[config.mk]
export PLATFORM = sky130hd
export DESIGN_NAME = booth_mul_unit_flat
export DESIGN_NICKNAME = d
export VERILOG_FILES = /design/src/rtl/booth_mul_unit_if.sv /design/src/rtl/booth_mul_unit.sv /design/src/flat_wrapper.sv
export SDC_FILE = /design/constraint.sdc
export NUM_CORES = 1
export LEC_CHECK = 0
export ABC_AREA = 0
export ABC_CLOCK_PERIOD_IN_PS = 3840
export CORE_UTILIZATION = 30
export DETAILED_ROUTE_END_ITERATION = 10
export SLEW_MARGIN = 5
export SYNTH_ARGS = -nofsm -noshare
export SYNTH_HDL_FRONTEND = slang
export SYNTH_SLANG_ARGS = --single-unit
[constraint.sdc]
create_clock -name clk -period 3.84 [get_ports clk]
set_clock_uncertainty 0.1 [all_clocks]
set_input_delay 0.576 -clock clk [delete_from_list [all_inputs] [get_ports clk]]
set_output_delay 0.576 -clock clk [all_outputs]
set_load 0.005 [all_outputs]
[src/rtl/booth_mul_unit_if.sv]
// Request/response bundle for booth_mul_unit: valid/ready request carrying operands and tag,
// valid/ready response carrying the selected result word and the same tag.
interface booth_mul_unit_if #(
  parameter int XLEN  = 64,
  parameter int TAG_W = 4
);
  logic             in_valid;
  logic             in_ready;
  logic [1:0]       in_op;
  logic             in_word;
  logic [XLEN-1:0]  in_rs1;
  logic [XLEN-1:0]  in_rs2;
  logic [TAG_W-1:0] in_tag;
  logic             out_valid;
  logic             out_ready;
  logic [XLEN-1:0]  out_result;
  logic [TAG_W-1:0] out_tag;

  modport master (
    output in_valid, in_op, in_word, in_rs1, in_rs2, in_tag, out_ready,
    input  in_ready, out_valid, out_result, out_tag
  );

  modport slave (
    input  in_valid, in_op, in_word, in_rs1, in_rs2, in_tag, out_ready,
    output in_ready, out_valid, out_result, out_tag
  );
endinterface

[src/rtl/booth_mul_unit.sv]
// Radix-4 Booth iterative multiplier (MUL/MULH/MULHSU/MULHU) with tag pass-through and flush.
// Define MUL_WORD_OP_EN to honour in_word (MULW, 17-step early termination) at XLEN=64.
module booth_mul_unit #(
  parameter int XLEN  = 64,
  parameter int TAG_W = 4
) (
  input  logic            clk,
  input  logic            rst,
  input  logic            flush,
  booth_mul_unit_if.slave bus
);
  localparam int CW = $clog2(XLEN/2 + 2);
  localparam int HW = XLEN + 3;
  localparam int LW = XLEN + 2;
  localparam logic [CW-1:0] FULL_LAST = CW'(XLEN/2);

  typedef enum logic [1:0] {IDLE, BUSY, DONE} state_t;

  state_t            state_reg, state_next;
  logic [CW-1:0]     cnt_reg;
  logic [XLEN:0]     mcand_reg;
  logic [HW-1:0]     hi_reg;
  logic [LW-1:0]     lo_reg;
  logic              sb_reg;
  logic [1:0]        op_reg;
  logic [TAG_W-1:0]  tag_reg;
  logic [XLEN-1:0]   result_reg;
  logic [TAG_W-1:0]  result_tag_reg;

  logic              in_ready, out_valid, accept, last_step, finish;
  logic [CW-1:0]     last_cnt;

`ifdef MUL_WORD_OP_EN
  localparam logic [CW-1:0] WORD_LAST = CW'(16);
  logic word_in, word_reg;
  assign word_in  = (XLEN == 64) && bus.in_word;
  assign last_cnt = word_reg ? WORD_LAST : FULL_LAST;
`else
  logic in_word_unused;
  assign in_word_unused = bus.in_word;
  assign last_cnt       = FULL_LAST;
`endif

  // Operand extension to XLEN+1 bits according to the signedness of the op.
  logic          rs1_sign, rs2_sign;
  logic [XLEN:0] rs1_ext, rs2_ext;
  always_comb begin
    rs1_sign = (bus.in_op != 2'b11);
    rs2_sign = ~bus.in_op[1];
    rs1_ext  = {rs1_sign & bus.in_rs1[XLEN-1], bus.in_rs1};
    rs2_ext  = {rs2_sign & bus.in_rs2[XLEN-1], bus.in_rs2};
`ifdef MUL_WORD_OP_EN
    if (word_in) begin
      rs1_ext = (XLEN+1)'($signed(bus.in_rs1[31:0]));
      rs2_ext = (XLEN+1)'($signed(bus.in_rs2[31:0]));
    end
`endif
  end

  // One Booth step: recode, add/subtract into hi, arithmetic shift of {hi, lo, sb} by 2.
  logic [HW-1:0] x_ext, pp, sum, hi_step;
  logic [LW-1:0] lo_step;
  logic          sb_step, pp_one, pp_two, pp_neg;
  always_comb begin
    x_ext  = {{2{mcand_reg[XLEN]}}, mcand_reg};
    pp_one = 1'b0;
    pp_two = 1'b0;
    pp_neg = lo_reg[1];
    case ({lo_reg[1:0], sb_reg})
      3'b001, 3'b010, 3'b101, 3'b110: pp_one = 1'b1;
      3'b011, 3'b100:                 pp_two = 1'b1;
      default:                        pp_neg = 1'b0;
    endcase
    pp      = pp_two ? {x_ext[HW-2:0], 1'b0} : (pp_one ? x_ext : '0);
    sum     = hi_reg + (pp ^ {HW{pp_neg}}) + HW'(pp_neg);
    hi_step = {{2{sum[HW-1]}}, sum[HW-1:2]};
    lo_step = {sum[1:0], lo_reg[LW-1:2]};
    sb_step = lo_reg[1];
  end

  // After the last step the low 2*XLEN product bits sit in {hi, lo}.
  logic [2*XLEN-1:0] product;
  logic [XLEN-1:0]   res_sel;
  always_comb begin
    product = {hi_step[XLEN-3:0], lo_step};
    res_sel = (op_reg == 2'b00) ? product[XLEN-1:0] : product[2*XLEN-1:XLEN];
`ifdef MUL_WORD_OP_EN
    // 17 steps leave product[31:0] at lo[XLEN-1:XLEN-32].
    if (word_reg) res_sel = XLEN'($signed(lo_step[XLEN-1 -: 32]));
`endif
  end

  always_ff @(posedge clk or negedge rst) begin
    if (!rst) state_reg <= IDLE;
    else      state_reg <= state_next;
  end

  always_comb begin
    state_next = state_reg;
    in_ready   = 1'b0;
    out_valid  = 1'b0;
    accept     = 1'b0;
    last_step  = 1'b0;
    case (state_reg)
      IDLE: begin
        in_ready = 1'b1;
        if (bus.in_valid) begin
          accept     = 1'b1;
          state_next = BUSY;
        end
      end
      BUSY: begin
        last_step = (cnt_reg == last_cnt);
        if (last_step) state_next = DONE;
      end
      DONE: begin
        out_valid = 1'b1;
        in_ready  = bus.out_ready;
        if (bus.out_ready) begin
          if (bus.in_valid) begin
            accept     = 1'b1;
            state_next = BUSY;
          end else begin
            state_next = IDLE;
          end
        end
      end
      default: state_next = IDLE;
    endcase
    // Flush beats everything, including a same-cycle accept.
    if (flush) begin
      state_next = IDLE;
      accept     = 1'b0;
      last_step  = 1'b0;
    end
    finish = last_step;
  end

  always_ff @(posedge clk or negedge rst) begin
    if (!rst) begin
      cnt_reg        <= '0;
      mcand_reg      <= '0;
      hi_reg         <= '0;
      lo_reg         <= '0;
      sb_reg         <= 1'b0;
      op_reg         <= 2'b00;
      tag_reg        <= '0;
      result_reg     <= '0;
      result_tag_reg <= '0;
`ifdef MUL_WORD_OP_EN
      word_reg       <= 1'b0;
`endif
    end else begin
      if (accept) begin
        mcand_reg <= rs1_ext;
        lo_reg    <= {rs2_ext[XLEN], rs2_ext};
        hi_reg    <= '0;
        sb_reg    <= 1'b0;
        op_reg    <= bus.in_op;
        tag_reg   <= bus.in_tag;
        cnt_reg   <= '0;
`ifdef MUL_WORD_OP_EN
        word_reg  <= word_in;
`endif
      end else if (state_reg == BUSY && !flush) begin
        hi_reg  <= hi_step;
        lo_reg  <= lo_step;
        sb_reg  <= sb_step;
        cnt_reg <= last_step ? '0 : cnt_reg + CW'(1);
      end else if (flush) begin
        cnt_reg <= '0;
      end
      if (finish) begin
        result_reg     <= res_sel;
        result_tag_reg <= tag_reg;
      end
    end
  end

  assign bus.in_ready   = in_ready;
  assign bus.out_valid  = out_valid;
  assign bus.out_result = result_reg;
  assign bus.out_tag    = result_tag_reg;
endmodule

[src/flat_wrapper.sv]
// flat-port wrapper written by rule: the top's interface ports become plain ports
module booth_mul_unit_flat 
#(
  parameter int XLEN  = 64,
  parameter int TAG_W = 4
)
  (clk, rst, flush, bus_in_valid, bus_in_op, bus_in_word, bus_in_rs1, bus_in_rs2, bus_in_tag, bus_out_ready, bus_in_ready, bus_out_valid, bus_out_result, bus_out_tag);
  booth_mul_unit_if #(.XLEN(XLEN), .TAG_W(TAG_W)) bus_i ();
  input  logic clk;
  input  logic rst;
  input  logic flush;
  input wire logic [$bits(bus_i.in_valid)-1:0] bus_in_valid;
  input wire logic [$bits(bus_i.in_op)-1:0] bus_in_op;
  input wire logic [$bits(bus_i.in_word)-1:0] bus_in_word;
  input wire logic [$bits(bus_i.in_rs1)-1:0] bus_in_rs1;
  input wire logic [$bits(bus_i.in_rs2)-1:0] bus_in_rs2;
  input wire logic [$bits(bus_i.in_tag)-1:0] bus_in_tag;
  input wire logic [$bits(bus_i.out_ready)-1:0] bus_out_ready;
  output wire logic [$bits(bus_i.in_ready)-1:0] bus_in_ready;
  output wire logic [$bits(bus_i.out_valid)-1:0] bus_out_valid;
  output wire logic [$bits(bus_i.out_result)-1:0] bus_out_result;
  output wire logic [$bits(bus_i.out_tag)-1:0] bus_out_tag;
  assign bus_i.in_valid = bus_in_valid;
  assign bus_i.in_op = bus_in_op;
  assign bus_i.in_word = bus_in_word;
  assign bus_i.in_rs1 = bus_in_rs1;
  assign bus_i.in_rs2 = bus_in_rs2;
  assign bus_i.in_tag = bus_in_tag;
  assign bus_i.out_ready = bus_out_ready;
  assign bus_in_ready = bus_i.in_ready;
  assign bus_out_valid = bus_i.out_valid;
  assign bus_out_result = bus_i.out_result;
  assign bus_out_tag = bus_i.out_tag;
  booth_mul_unit #(.XLEN(XLEN), .TAG_W(TAG_W)) u_core (.clk(clk), .rst(rst), .flush(flush), .bus(bus_i));
endmodule
Word level (Yosys, flattened, before mapping):

Cells that the tools add are included.

* register bits after elaboration: 281
* bits of input ports: 140
* output and inout port bits: 70
* logic and storage cells: 70

* $add $sub $neg: 3
* equality and inequality tests: 13
* mux-type cells: 30
* bitwise gates (word level): 4
* reduce and logical (&&, ||, !) cells: 10

Operators by type and width (count)
* $mux W67: 4
* $mux W66: 2
* $add A67 B1 Y67: 1
* $add A67 B67 Y67: 1
* $xor A67 B67 Y67: 1
* $mux W64: 1
* $mux W6: 4
* $mux W1: 12
* $eq A3 B3 Y1 const B: 3
* $mux W2: 4
* $add A6 B1 Y6 const B: 1
* $eq A3 B2 Y1 const B: 2
* $eq A6 B6 Y1 const B: 1
* $ne A3 B3 Y1 const B: 2
* $pmux W2 S3: 1
* $reduce_or A6 Y1: 1
* $logic_not A2 Y1: 2
* $pmux W1 S2: 2
* $reduce_or A4 Y1: 1
* $eq A3 B1 Y1 const B: 1
* $ne A3 B2 Y1 const B: 1
* $reduce_and A3 Y1: 1
* $reduce_bool A3 Y1: 1
* $and A1 B1 Y1: 2
* 8 further kinds: 8

Longest topological paths before layout:

* depth after elaboration: 10
* gate-level depth with buffers: 18
* depth with buffers taken out: 15

Least setup slack after synthesis:

Ideal clock, no wire load.

* path type: register to register
* start: reg u_core.lo_reg[1]
* end: reg u_core.result_reg[54], in the netlist u_core.bus.out_result[54]
* library setup time: 0.127 ns
* arrival: 3.952 ns
* required time: 3.613 ns
* path slack: -0.338 ns
* cell stages (with the launch flop): 18
* path buffers: 3
* period minus slack after synthesis: 4.178 ns
* path through: dfrtp_1 clkbuf_1 buf_1 clkbuf_1 xor2_1 a22oi_1 o21ai_0 ha_1 a211oi_1 o21ai_0 a21oi_1 a211oi_2 o21ai_2 a21oi_4 a31oi_1 o21ba_2 mux2i_1 nand3_1

* cells in the longest elaborated chain, start to end: 9
* elaborated cells between the ends (all ways): 18
* those cells by class: 2 x add/sub; 6 x eq/ne; 6 x mux; 1 x bitwise; 3 x reduce/logical

Ends and longest elaborated chain
* start: declaration: RTL line booth_mul_unit.sv:23 `logic [LW-1:0] lo_reg;`
* start signal: assignment: RTL line booth_mul_unit.sv:156 `lo_reg <= {rs2_ext[XLEN], rs2_ext};`
* start signal: assignment: RTL line booth_mul_unit.sv:167 `lo_reg <= lo_step;`
* $eq A3 B1 Y1, or another cell as far along: RTL line booth_mul_unit.sv:69 `case ({lo_reg[1:0], sb_reg})`
* $reduce_or A4 Y1
* $mux W1: RTL line booth_mul_unit.sv:69
* $mux W67 (2 in series): RTL line booth_mul_unit.sv:74 `pp = pp_two ? {x_ext[HW-2:0], 1'b0} : (pp_one ? x_ext : '0);`
* $xor A67 B67 Y67: RTL line booth_mul_unit.sv:75 `sum = hi_reg + (pp ^ {HW{pp_neg}}) + HW'(pp_neg);`
* $add A67 B67 Y67: RTL line booth_mul_unit.sv:75
* $add A67 B1 Y67 *: RTL line booth_mul_unit.sv:75
* $mux W64 *: RTL line booth_mul_unit.sv:86 `res_sel = (op_reg == 2'b00) ? product[XLEN-1:0] : product[2*XLEN-1:XLEN];`
* end signal: assignment: RTL line booth_mul_unit.sv:174 `result_reg <= res_sel;`
* end: declaration: RTL line booth_mul_unit.sv:27 `logic [XLEN-1:0] result_reg;`

Every way passes the cells marked *; elsewhere a longest branch is shown, timed or not.
A chain may end at the register's enable or synchronous reset.

Final worst setup path:

* start: reg u_core.lo_reg[1]
* end: reg u_core.result_reg[62], in the netlist u_core.bus.out_result[62]

Same word-level chain as after synthesis.

==> results.md <==
- WP data required: 4.10 ns
- Via count: 16700
- Top cells by area, synth: dfrtp_1 42%, nand2_1 11%, o21ai_0 6.3%
- TritonCTS clock tree: done
- Worst path arrival time: 4.31 ns
- Largest register FFs: 66
- Drt total wl: 61400 um
- Max frequency: 0.247 GHz
- Post-detail-place hpwl: roughly 43000 um
- Reg2Reg Depth: 17
- CTS sink count: 279
- #FFs+latches synth: 279
- Reg clk slew, reported paths: 0.06 ns
- # DRC: 0
- GRT Residual Overflow: 0
- Area Overhead vs Synth: 48.8%
- FP Rows: 86
- Kind of end point of the critical path: register
- Remaining antenna violation count after routing: 0
- Num CTS Buffers: 34
- Share of the synthesized area in the top cell type: 0.417
- CP Class: register to register
- Worst vdd ir: 0.000411 V
- Total GRT Usage: 0.209
- Placed cell area: 21600 sq um
- PortBufs: around 210
- Post-synth EDFFs: 0
- Cell variety after synth: 73
- Critical path origin: u_core.lo_reg[1]
- Synth area leader: dfrtp_1
- Final instance area: 24900 sq um
- Leakage: 11.5 nW
- Initial core utilization: 0.304
- Clock Tree Buf Depth: 3
- Nets: 2689
- Drt pass-1 iters: 5
- R2R Path End: u_core.bus.out_result[62]
- Final Wtd Congestion: 0.910
- Avg Cell Area, Syn: 8.35 sq um
- Clk_lat worst skew: 0.54 ns
- Top FF cell, synth: dfrtp_1
- Endpoints failing hold: 0
- # diodes: 0
- Slew Limit Fails: 0
- Clock Root Buffer: clkbuf_16
- Post-layout minimum cycle time: 4.05 ns
- RSZ-0062 raised after global routing: yes
- Worst setup margin: -0.212 ns
- Max_slew headroom: 0.408
- Vias per inst: around 5
- Power per Cell Area: 779 nW/um^2
- Outcome: complete, but fails checks
- Mapped cell area: 16700 sq um
- IO Count: 210
- Post-synth top cells: 469 x nand2_1, 279 x dfrtp_1, 212 x o21ai_0, 128 x a21oi_1, 125 x a22oi_1
- Setup violations, final: 43
- Synth async-reset ratio: 1.00
- DR iter-0 viols: 1097
- Most frequent cell after synthesis: nand2_1
- Gate Count Post-Synth: 2004
- Syn Nets: ~2200
- Reg2reg start: u_core.lo_reg[1]
- Die W: between 200 and 250 um
- R2R setup slack: -0.21 ns
- Setup crit start kind: register
- Largest net degree at the start of global routing: between 80 and 90
- Critical path capture point: u_core.bus.out_result[62]
- Chip height: 238 um
- Crit-path max FO: 7
- Drt wl/cell: ~19 um
- Die footprint: around 57000 sq um
- H-tree levels: 2
- Initial antenna violation count: 0
- TNS Setup: -3.30 ns
- Worst slew pin tran: 0.887 ns
- Tcrit/Tclk final: 1.06
- Global-route wire length before repair: 93000 um
- Violated checks: setup timing
- Core ar.: about 55000 sq um
- Min-Delay Startpoint: u_core.tag_reg[1]
- Register area share after synthesis: 0.417
- Vias in the first global route: approximately 17000
- Hold Path Class: register to register
- Maxcap violations: 0
- Syn. warnings: 0
- Final hold slack: approximately 0.36 ns
- Layout cells sized above 1: 0.250
## final cells by class
class	count	area, sq um
Fill cell	5344	30200
Inverter	19	71.3
Clock buffer	50	1010
Timing Repair Buffer	577	5410
Tap cell	748	936
Multi-Input combinational cell	1570	10400
Sequential cell	279	6990
Clock inverter	9	120
## metrics by stage
stage / std cells / total power, mW / util / setup slack [ns]
floorplan: 2004 / 8.89 / - / 0.00998
global route: 3252 / 20.5 / 0.452 / -0.327
global placement: 3108 / 13.4 / 0.392 / -0.427
CTS: 3204 / 18.0 / 0.429 / -0.150
detailed placement: 3108 / 13.6 / 0.392 / -0.464
finish: 3252 / 19.4 / 0.452 / -0.212
## cell usage in the layout (no fill, tap or decap), types with 33 or more instances in the layout
cell	Yosys	final
nand2_1	469	460
buf_4	1	302
dfrtp_1	279	276
clkdlybuf4s50_1	0	207
a22oi_1	125	120
o21ai_0	212	119
a21oi_1	128	90
xor2_1	92	86
nand3_1	86	85
o21ai_1	9	73
nor2_1	83	64
ha_1	67	55
clkbuf_16	0	39
a21o_1	38	38
buf_6	0	36
a21oi_2	1	33
## worst max-delay path: stages (launching register included)
cell	delay, ns
dfrtp_4	0.59
buf_12	0.19
buf_6	0.11
xor2_1	0.15
a22oi_1	0.14
o21ai_1	0.12
ha_1	0.33
a211oi_2	0.25
o21a_1	0.20
o31ai_2	0.08
a221o_1	0.37
o21ai_4	0.23
a21oi_4	0.13
a31o_4	0.28
buf_6	0.13
a31oi_4	0.17
xor2_2	0.20
o22ai_1	0.10
## layer usage
| layer | global-route usage | vias up | share of wire |
|---|---|---|---|
| met5 | 0 | - | 0 |
| li1 | - | 8018 | - |
| met4 | 0.0810 | 0 | 0.037 |
| met3 | 0.0278 | 111 | 0.041 |
| met2 | 0.370 | 402 | 0.51 |
| met1 | 0.256 | 8186 | 0.41 |
## kinds of logic (layout without fill, tap and decap cells)
kind of cell,after synthesis,count (layout),synth area share
AOI/OAI and AO/OA,632,632,0.237
xor gates and xnor gates,130,130,0.0680
adders and majority gates,68,68,0.0513
buffers and inverters,155,655,0.0360
DFF,279,279,0.417
muxes,3,3,0.00179
and+or+nand+nor,737,737,0.189
## where the power goes
group,switching [mW],internal [mW]
Clock,1.34,1.97
Combinational,6.12,5.84
Sequential,0.589,3.55
Total,8.04,11.4
## what timing repair did
action | in CTS | in global routing
hold endpoints to repair | 81 | 0
cloned | 4 | 4
setup endpoints to repair | 77 | 84
buffers inserted | 32 | 47
hold buffers | 1 | 0
pin swaps | 46 | 96
gates resized for setup | 151 | 219
## how the worst min path moves through the flow
stage | endpoint | slack [ns] | cells after the start
floorplan | u_core.bus.out_result[0] | 0.18 | 0
global placement | u_core.bus.out_tag[0] | 0.35 | 2
detailed placement | u_core.bus.out_tag[1] | 0.36 | 2
CTS | u_core.bus.out_tag[1] | 0.37 | 2
global route | u_core.bus.out_tag[1] | 0.39 | 2
finish | u_core.bus.out_tag[1] | 0.36 | 2
No activity file was read; power rests on OpenSTA's default activity.
==> patch (config.mk and constraints unchanged) <==
The option `MUL_WORD_OP_EN` is turned on by a define.
--- a/src/rtl/booth_mul_unit.sv
+++ b/src/rtl/booth_mul_unit.sv
@@ -1,5 +1,7 @@
 // Radix-4 Booth iterative multiplier (MUL/MULH/MULHSU/MULHU) with tag pass-through and flush.
 // Define MUL_WORD_OP_EN to honour in_word (MULW, 17-step early termination) at XLEN=64.
+`define MUL_WORD_OP_EN
+
 module booth_mul_unit #(
   parameter int XLEN  = 64,
   parameter int TAG_W = 4
Check against the original RTL: no difference found for any inputs over 4 cycles, from zero or initial values and one cycle with rst low; that may be too few to reach the edited logic, so the function may still have changed.
==> patch against the original RTL <==
The flow still finishes with violations (setup timing); total power is 4.1% higher; design area is 5.2% higher; setup slack better by 0.14 ns; routed wire length is 21% higher; global-route usage is 3.2 points higher; synthesized cell count is 8.6% higher; worst hold slack better by 0.018 ns; sequential cell count is 1 higher; synthesized area is 6.8% higher; die area is 6.7% higher; critical endpoint is now u_core.bus.out_result[49]$_DFFE_PN0P_; highest routed layer unchanged.
==> patch: results (changes against the original RTL) <==
INFO  metric synth.net_count = 2384 (+7.8%)
INFO  metric setup_viol = 11 (-74%)
INFO  metric multi_input_area = 11370 µm² (+9.6%)
INFO  metric slowest_delay = 0.42 ns (-0.17 ns)
INFO  metric worst_path_dominant_cell_family = simple AND/OR/NAND/NOR gates
INFO  metric worst_hold_end = u_core.bus.out_tag[0]$_DFFE_PN0P_
INFO  metric worst_slew_pin_slew = 1.051 ns (+0.1632 ns)
INFO  metric finalWorstSetupSlack = -0.06885 ns (+0.1432 ns)
INFO  metric drt_iter0_markers = 1409 (+28%)
INFO  metric detailedPlacementHpwl = 54.87 mm (+28%)
INFO  metric fillCellCount = 5777 (+8.1%)
INFO  metric placedInstanceArea = 22980 µm² (+6.3%)
INFO  metric groute.usage.overall = 24.06% (+3.2 points)
INFO  metric dominant_cells_by_area_after_synthesis = sky130_fd_sc_hd__dfrtp_1, sky130_fd_sc_hd__nand2_1, sky130_fd_sc_hd__o21ai_0
INFO  metric wl_per_cell = 21.47 µm (+14%)
INFO  metric failing_checks = setup timing
INFO  metric gpl.final_weighted_congestion = 1.022 (+12%)
INFO  metric vias_per_cell = 5.419 (+5.4%)
INFO  metric synth.lib_cells_used.distinct = 81 (+11%)
INFO  metric cp.arrival = 4.21 ns (-0.10 ns)
INFO  metric finish.cell_count_without_fillers = 3451 (+6.1%)
INFO  metric yosys-top-cells-count = sky130_fd_sc_hd__nand2_1, sky130_fd_sc_hd__dfrtp_1, sky130_fd_sc_hd__o21ai_0, sky130_fd_sc_hd__a21oi_1, sky130_fd_sc_hd__clkbuf_1
INFO  metric grt_max_degree = 84 (-3.4%)
INFO  metric port_buffers = 209 (+0.48%)
INFO  metric static-leakage-power = 11.82 nW (+2.4%)
INFO  metric hold_path_startpoint = u_core.tag_reg[0]$_DFFE_PN0P_
INFO  metric run_status = complete, but fails checks
INFO  metric worstSetupEndpoint = u_core.bus.out_result[49]$_DFFE_PN0P_
INFO  metric wire_length_of_the_first_global_routing_pass = 112.2 mm (+21%)
INFO  metric first_global_vias = 18.94k (+14%)
INFO  metric layout-drive-gt1-share = 25.77% (+0.73 points)
INFO  metric path_type_of_the_worst_min_delay_path = reg -> reg
INFO  metric worst-path-max-fanout = 15 (+8)
INFO  metric crit_start = u_core.lo_reg[0]$_DFFE_PN0P_
INFO  metric place_inst = 3318 (+6.8%)
patch: changes by cell type after synthesis, sizes merged, moves of 11 or more:
cell    unedited run  this run
clkbuf           107       140
nand2            470       423
nor2              83       130
a22o               1        13
a21oi            130       141
a22oi            126        82
a221oi             1        34
a31oi             14        61
nand3             87        73
nand2b             6        38
nor3              13        28
patch: report_power, final:
| part | internal [mW] | total [mW] | switching, mW |
|---|---|---|---|
| combinational | 5.67 | 12.2 | 6.53 |
| clock | 2.27 | 3.71 | 1.44 |
| sequential | 3.55 | 4.28 | 0.733 |
patch: timing repair:
action / in CTS / in global routing
endpoints found under the hold margin: 77 / 0
hold buffers: 1 / 0
endpoints found under the setup margin: 68 / 85
gates resized for setup: 155 / 207
pin swaps: 73 / 121
gates cloned: 5 / 1
setup buffers: 35 / 32
patch: per-layer routing:
| layer | track usage, % | part of all wire, % | vias to the layer above |
|---|---|---|---|
| met5 | 0 | 0 | - |
| met4 | 9.974 | 4.5 | 0 |
| met3 | 3.017 | 5.3 | 153 |
| met2 | 42.94 | 51 | 608 |
| met1 | 28.94 | 39 | 9195 |
| li1 | - | - | 8746 |
patch: cell type report:
cell class	count	share of cell area, %
Timing Repair Buffer	606	20.96
Clock buffer	42	3.639
Inverter	22	0.3152
Sequential cell	280	26.76
Tap cell	773	3.692
Clock inverter	22	1.242
Multi-Input combinational cell	1706	43.39
patch: cells by family (layout without fill, tap and decap cells):
group / count (synthesis) / count (layout) / share of synthesized area, %
flops: 280 / 280 / 39.21
fa+ha+maj: 69 / 69 / 4.866
compound gates: 721 / 721 / 26.00
mux: 7 / 7 / 0.3921
xor+xnor: 124 / 124 / 6.077
simple gates: 785 / 785 / 19.37
buf+inv: 190 / 692 / 4.082
